**config.mk**
```make
export PLATFORM = sky130hd
export DESIGN_NAME = mmv_swu_ram_reader
export DESIGN_NICKNAME = d
export VERILOG_FILES = /design/src/rtl/mmv_swu_ram_reader.sv
export SDC_FILE = /design/constraint.sdc
export NUM_CORES = 1
export LEC_CHECK = 0
export BUFFER_PORTS_ARGS = -buffer_cell sky130_fd_sc_hd__buf_4
export CAP_MARGIN = 0
export CORE_AREA = 3 3 66 68
export CTS_BUF_LIST = sky130_fd_sc_hd__clkbuf_4 sky130_fd_sc_hd__clkbuf_8 sky130_fd_sc_hd__clkbuf_16
export CTS_CLUSTER_DIAMETER = 100
export DETAILED_ROUTE_END_ITERATION = 8
export DIE_AREA = 0 0 69 71
export PLACE_DENSITY = 0.77
export SLEW_MARGIN = 20
export SYNTH_ARGS = -nofsm -noshare
export SYNTH_HDL_FRONTEND = slang
export SYNTH_SLANG_ARGS = --single-unit
```
**constraint.sdc**
```tcl
create_clock -name ap_clk -period 4 [get_ports ap_clk]
set_input_delay 0 -clock ap_clk [delete_from_list [all_inputs] [get_ports ap_clk]]
set_output_delay 0 -clock ap_clk [all_outputs]
set_load 0.005 [all_outputs]
```
**src/rtl/mmv_swu_ram_reader.sv**
```systemverilog
// mmv_swu_ram_reader: read-side sequencer for the sliding-window unit's asymmetric buffer RAM.
// Ports:
//   ap_clk, ap_rst_n   clock, asynchronous active-low reset
//   wr_commit          in : writer finished one wide word (RATIO elements)
//   rd_release         out: one wide-word slot has been fully read and may be reused
//   addrB, enaB, doB   RAM B-port read address, read strobe, read data (one-cycle latency)
//   out_tdata/tvalid/tready  element stream to downstream
//   err_overflow       out: sticky, commit arrived without room for RATIO elements
module mmv_swu_ram_reader #(
    parameter int WIDTHB     = 4,
    parameter int SIZEB      = 1024,
    parameter int ADDRWIDTHB = 10,
    parameter int RATIO      = 4
) (
    input  logic                  ap_clk,
    input  logic                  ap_rst_n,
    input  logic                  wr_commit,
    output logic                  rd_release,
    output logic [ADDRWIDTHB-1:0] addrB,
    output logic                  enaB,
    input  logic [WIDTHB-1:0]     doB,
    output logic [WIDTHB-1:0]     out_tdata,
    output logic                  out_tvalid,
    input  logic                  out_tready,
    output logic                  err_overflow
);
    localparam int CW = ADDRWIDTHB + 1;
    localparam int RW = RATIO > 1 ? $clog2(RATIO) : 1;
    localparam logic [CW-1:0] FULL = CW'(SIZEB);
    localparam logic [CW-1:0] ROOM = CW'(SIZEB - RATIO);
    localparam logic [CW-1:0] STEP = CW'(RATIO);
    localparam logic [ADDRWIDTHB-1:0] LAST = ADDRWIDTHB'(SIZEB - 1);
    localparam logic [RW-1:0] RLAST = RW'(RATIO - 1);

    logic [CW-1:0]         avail, availNext;
    logic [ADDRWIDTHB-1:0] rdPtr;
    logic                  inflight;
    logic [1:0]            bufCount;
    logic [WIDTHB-1:0]     head, tail;
    logic [RW-1:0]         relCnt;
    logic                  pop, push, issue, overflow;

    always_comb begin
        pop = out_tvalid & out_tready;
        push = inflight;
        // a new read may only launch if, after this cycle's pop, the buffer can still take its data
        issue = (avail != '0) && (({1'b0, bufCount} + 3'(inflight)) <= (3'd1 + 3'(pop)));
        overflow = wr_commit && (avail > ROOM);
        availNext = overflow ? FULL : avail + (wr_commit ? STEP : '0) - CW'(issue);
    end

    assign enaB = issue;
    assign addrB = rdPtr;
    assign out_tvalid = bufCount != 2'd0;
    assign out_tdata = head;
    assign rd_release = push && (relCnt == RLAST);

    always_ff @(posedge ap_clk or negedge ap_rst_n) begin
        if (!ap_rst_n) begin
            avail <= '0;
            rdPtr <= '0;
            inflight <= 1'b0;
            bufCount <= '0;
            head <= '0;
            tail <= '0;
            relCnt <= '0;
            err_overflow <= 1'b0;
        end else begin
            avail <= availNext;
            inflight <= issue;
            err_overflow <= err_overflow | overflow;
            bufCount <= bufCount + 2'(push) - 2'(pop);
            if (issue) rdPtr <= (rdPtr == LAST) ? '0 : rdPtr + ADDRWIDTHB'(1);
            if (push) relCnt <= (relCnt == RLAST) ? '0 : relCnt + RW'(1);
            // head is always the oldest entry; tail only ever holds the second one
            if (pop && bufCount == 2'd2) head <= tail;
            else if (push && (bufCount == 2'd0 || pop)) head <= doB;
            if (push && (bufCount == 2'd2 || (bufCount == 2'd1 && !pop))) tail <= doB;
        end
    end
endmodule

```
==> key figures <==
Die
  – Die W: 69 um
  – Die Y: 71 um
  – Die area: 4900 um2
  – Rows: 23
  – # IOs: 26
  – Initial Utilization: 56.2%
  – Placeable Area: 3910 um2

Outcome
  – Status: completed

Finish
  – Commonest cells after routing, fill and taps aside: dfrtp_1, buf_4, ha_1
  – Fin area: 2640 um2
  – Filler Cell Count: 319
  – Syn-to-layout area delta: 20.0%
  – Util after Layout: 67.5%
  – Nets: 294
  – Layout cells sized above 1: 22.5%
  – N_diodes: 0
  – Non-filler cells, final: 308
  – Most common cell after layout, fill and taps aside: dfrtp_1

Synthesis
  – Yosys Warn Count: 0
  – Post-Syn Area: 2200 um2
  – Mapped Cells: 219
  – Number of synthesized flops with an enable pin: 0
  – Top post-synthesis cells by area: dfrtp_1, ha_1, inv_1
  – Mean area per synthesized cell: 10.0 um2
  – Top FF cell, synth: dfrtp_1
  – Top-area cell type share of the netlist area: 39.8%
  – Post-synthesis sequential area ratio: 39.8%
  – Syn nets: 256
  – Post-synth cell types: 43
  – Cell taking the most area after synthesis: dfrtp_1
  – Yosys reg bits: 35
  – Ys async rst share: 100%

Clock network
  – Total CTS buffers: 5
  – CTS root buf: clkbuf_8
  – H-tree Lvls: 2
  – Clk slew on worst S/H paths: 0.08 ns
  – CTS tree: yes
  – Clock Sink Count: 35
  – Worst skew pair latency: 0.29 ns
  – Clock buffer depth: 2

Critical path
  – Worst setup path start: bufCount[1]
  – CP Capture Type: flip-flop
  – Worst Path Arrival: 3.91 ns
  – Max Fanout on Critical Path: 5
  – Reg-to-Reg Start: bufCount[1]
  – Setup CP Type: reg -> reg
  – CP required: 4.13 ns
  – Crit start category: flip-flop

STA
  – Final period util: 94.5%
  – Final Skew: 0.00648 ns
  – Max Fclk: 265 MHz
  – Final worst setup slack: 0.221 ns
  – Fin. Hold Viols: 0
  – Count of final max-slew check failures: 0
  – Rel. slew slack: 43.5%
  – Setup violators final: 0
  – Worst hold slack: 0.189 ns
  – Worst slew pin tran: 0.843 ns
  – Period minus WS final: 3.78 ns

Place
  – Port Buffers: 25
  – Dpl hpwl: 2.97 mm
  – DP Cell Count: 293
  – Final GP Congestion: 0.808
  – Pre-CTS setup slack: 0.164 ns
  – Dpl cell area: 2440 um2

Detailed routing
  – Drt first pass iters: 4
  – Routed len/inst: 13.7 um
  – DRT iter0 DRCs: 76
  – Drt via density: 5.21
  – ANT nets after route: 0
  – Vias post-DR: 1605
  – Routed WL: 4.23 mm
  – Drt drc: 0

Min path
  – Hold_sp: wr_commit
  – Worst hold-check path type: in -> reg

GRT
  – Initial antenna violation count: 0
  – Largest net degree at the start of global routing: 36
  – Grt ovf: 0
  – Global-route wire length before repair: 6.96 mm
  – Vias in the first global route: 1535
  – GRT Util Overall: 17.7%

Power
  – Cell Pwr Density: 986 nW/um2
  – Worst VDD drop: 0.000527 V
  – Pleak: 1.30 nW

Job
  – Max Cap Viol: 0
-- timing repair --
item,in CTS,in global routing
setup buffers,0,2
resized for setup,0,6
endpoints found under the setup margin,0,3
hold buffers,5,0
hold endpoints to repair,39,0
-- cell type report --
class                      count  area, um2  share of cell area (%)
sequential                    35        877                    33.2
timing repair buffer          33        260                    9.85
tap                           50       62.6                    2.37
clock inverter                 3       43.8                    1.66
multi-input combinational    156       1230                    46.6
inverter                      26       97.6                    3.69
clock buffer                   5       68.8                    2.61
-- worst paths after layout --
path | to | cells after the start | slack, ns
setup / recovery | avail[7] | 17 | 0.22
hold / removal | avail[2] | 4 | 0.19
setup reg to reg | avail[7] | 17 | 0.22
hold reg to reg | err_overflow | 1 | 0.47
max in group asynchronous | bufCount[1] | 2 | 3.46
min in group asynchronous | out_tdata[3] | 2 | 0.21
-- synthesized netlist by cell type (2+ instances only) --
cell type / count
o31ai_1: 3
mux2_2: 6
nand2b_1: 6
nand3_1: 3
fa_1: 2
and2_1: 3
and3_1: 2
or2_2: 2
a21oi_1: 12
o21a_1: 2
o21ai_0: 7
dfrtp_1: 35
inv_1: 26
mux2i_1: 6
nand2_1: 8
ha_1: 27
xor2_1: 7
o21ai_2: 2
nor2_1: 26
or3_1: 2
xnor2_1: 3
nor3_1: 2
nand4_1: 2
o21ai_1: 2
nor2b_1: 5
-- per-stage QoR --
stage,TNS [ns],power [mW]
after global placement,0,2.15
after detailed placement,0,2.19
after floorplan,0,1.78
after CTS,0,2.55
final,0,2.60
after global routing,-0.00866,2.85
-- registers in the layout, indices dropped and copies added (netlist names) --
signal,flops
err_overflow,1
avail,11
tail,4
bufCount,2
inflight,1
addrB,10
out_tdata,4
relCnt,2
-- cell families after synthesis --
| logic type | after synthesis | synth area share [%] |
|---|---|---|
| compound gates | 36 | 10.6 |
| xor+xnor | 10 | 3.98 |
| fa+ha+maj | 29 | 17.2 |
| buf+inv | 28 | 5.17 |
| flops | 35 | 39.8 |
| mux | 13 | 6.48 |
| simple gates | 68 | 16.8 |
-- worst max-delay path: stages (launching register included) --
cell and delay (ns):
dfrtp_2 0.43, or2_2 0.30, and2_1 0.19, fa_1 0.48, o31a_1 0.32, a21oi_2 0.12, a41o_1 0.17, inv_2 0.08
ha_1 0.20, inv_1 0.05, ha_1 0.15, inv_1 0.05, fa_1 0.39, nand2b_4 0.17, a211oi_2 0.20, o21a_1 0.15
or3_1 0.11, a21oi_1 0.06
-- power breakdown --
group	switching (mW)	internal, mW	leakage, nW
registers	0.180	0.543	0.408
logic	0.817	0.743	0.830
clock network	0.135	0.186	0.0581
total	1.13	1.47	1.30
-- metal layers --
metal / routed length (um) / up-vias / global-route usage (%)
met5: 0 / - / 0
met4: 44 / 0 / 5.21
met3: 157 / 6 / 4.83
met2: 1990 / 29 / 28.5
met1: 2040 / 757 / 23.6
li1: - / 813 / -
Note: power is estimated with default switching activity, not from simulation.
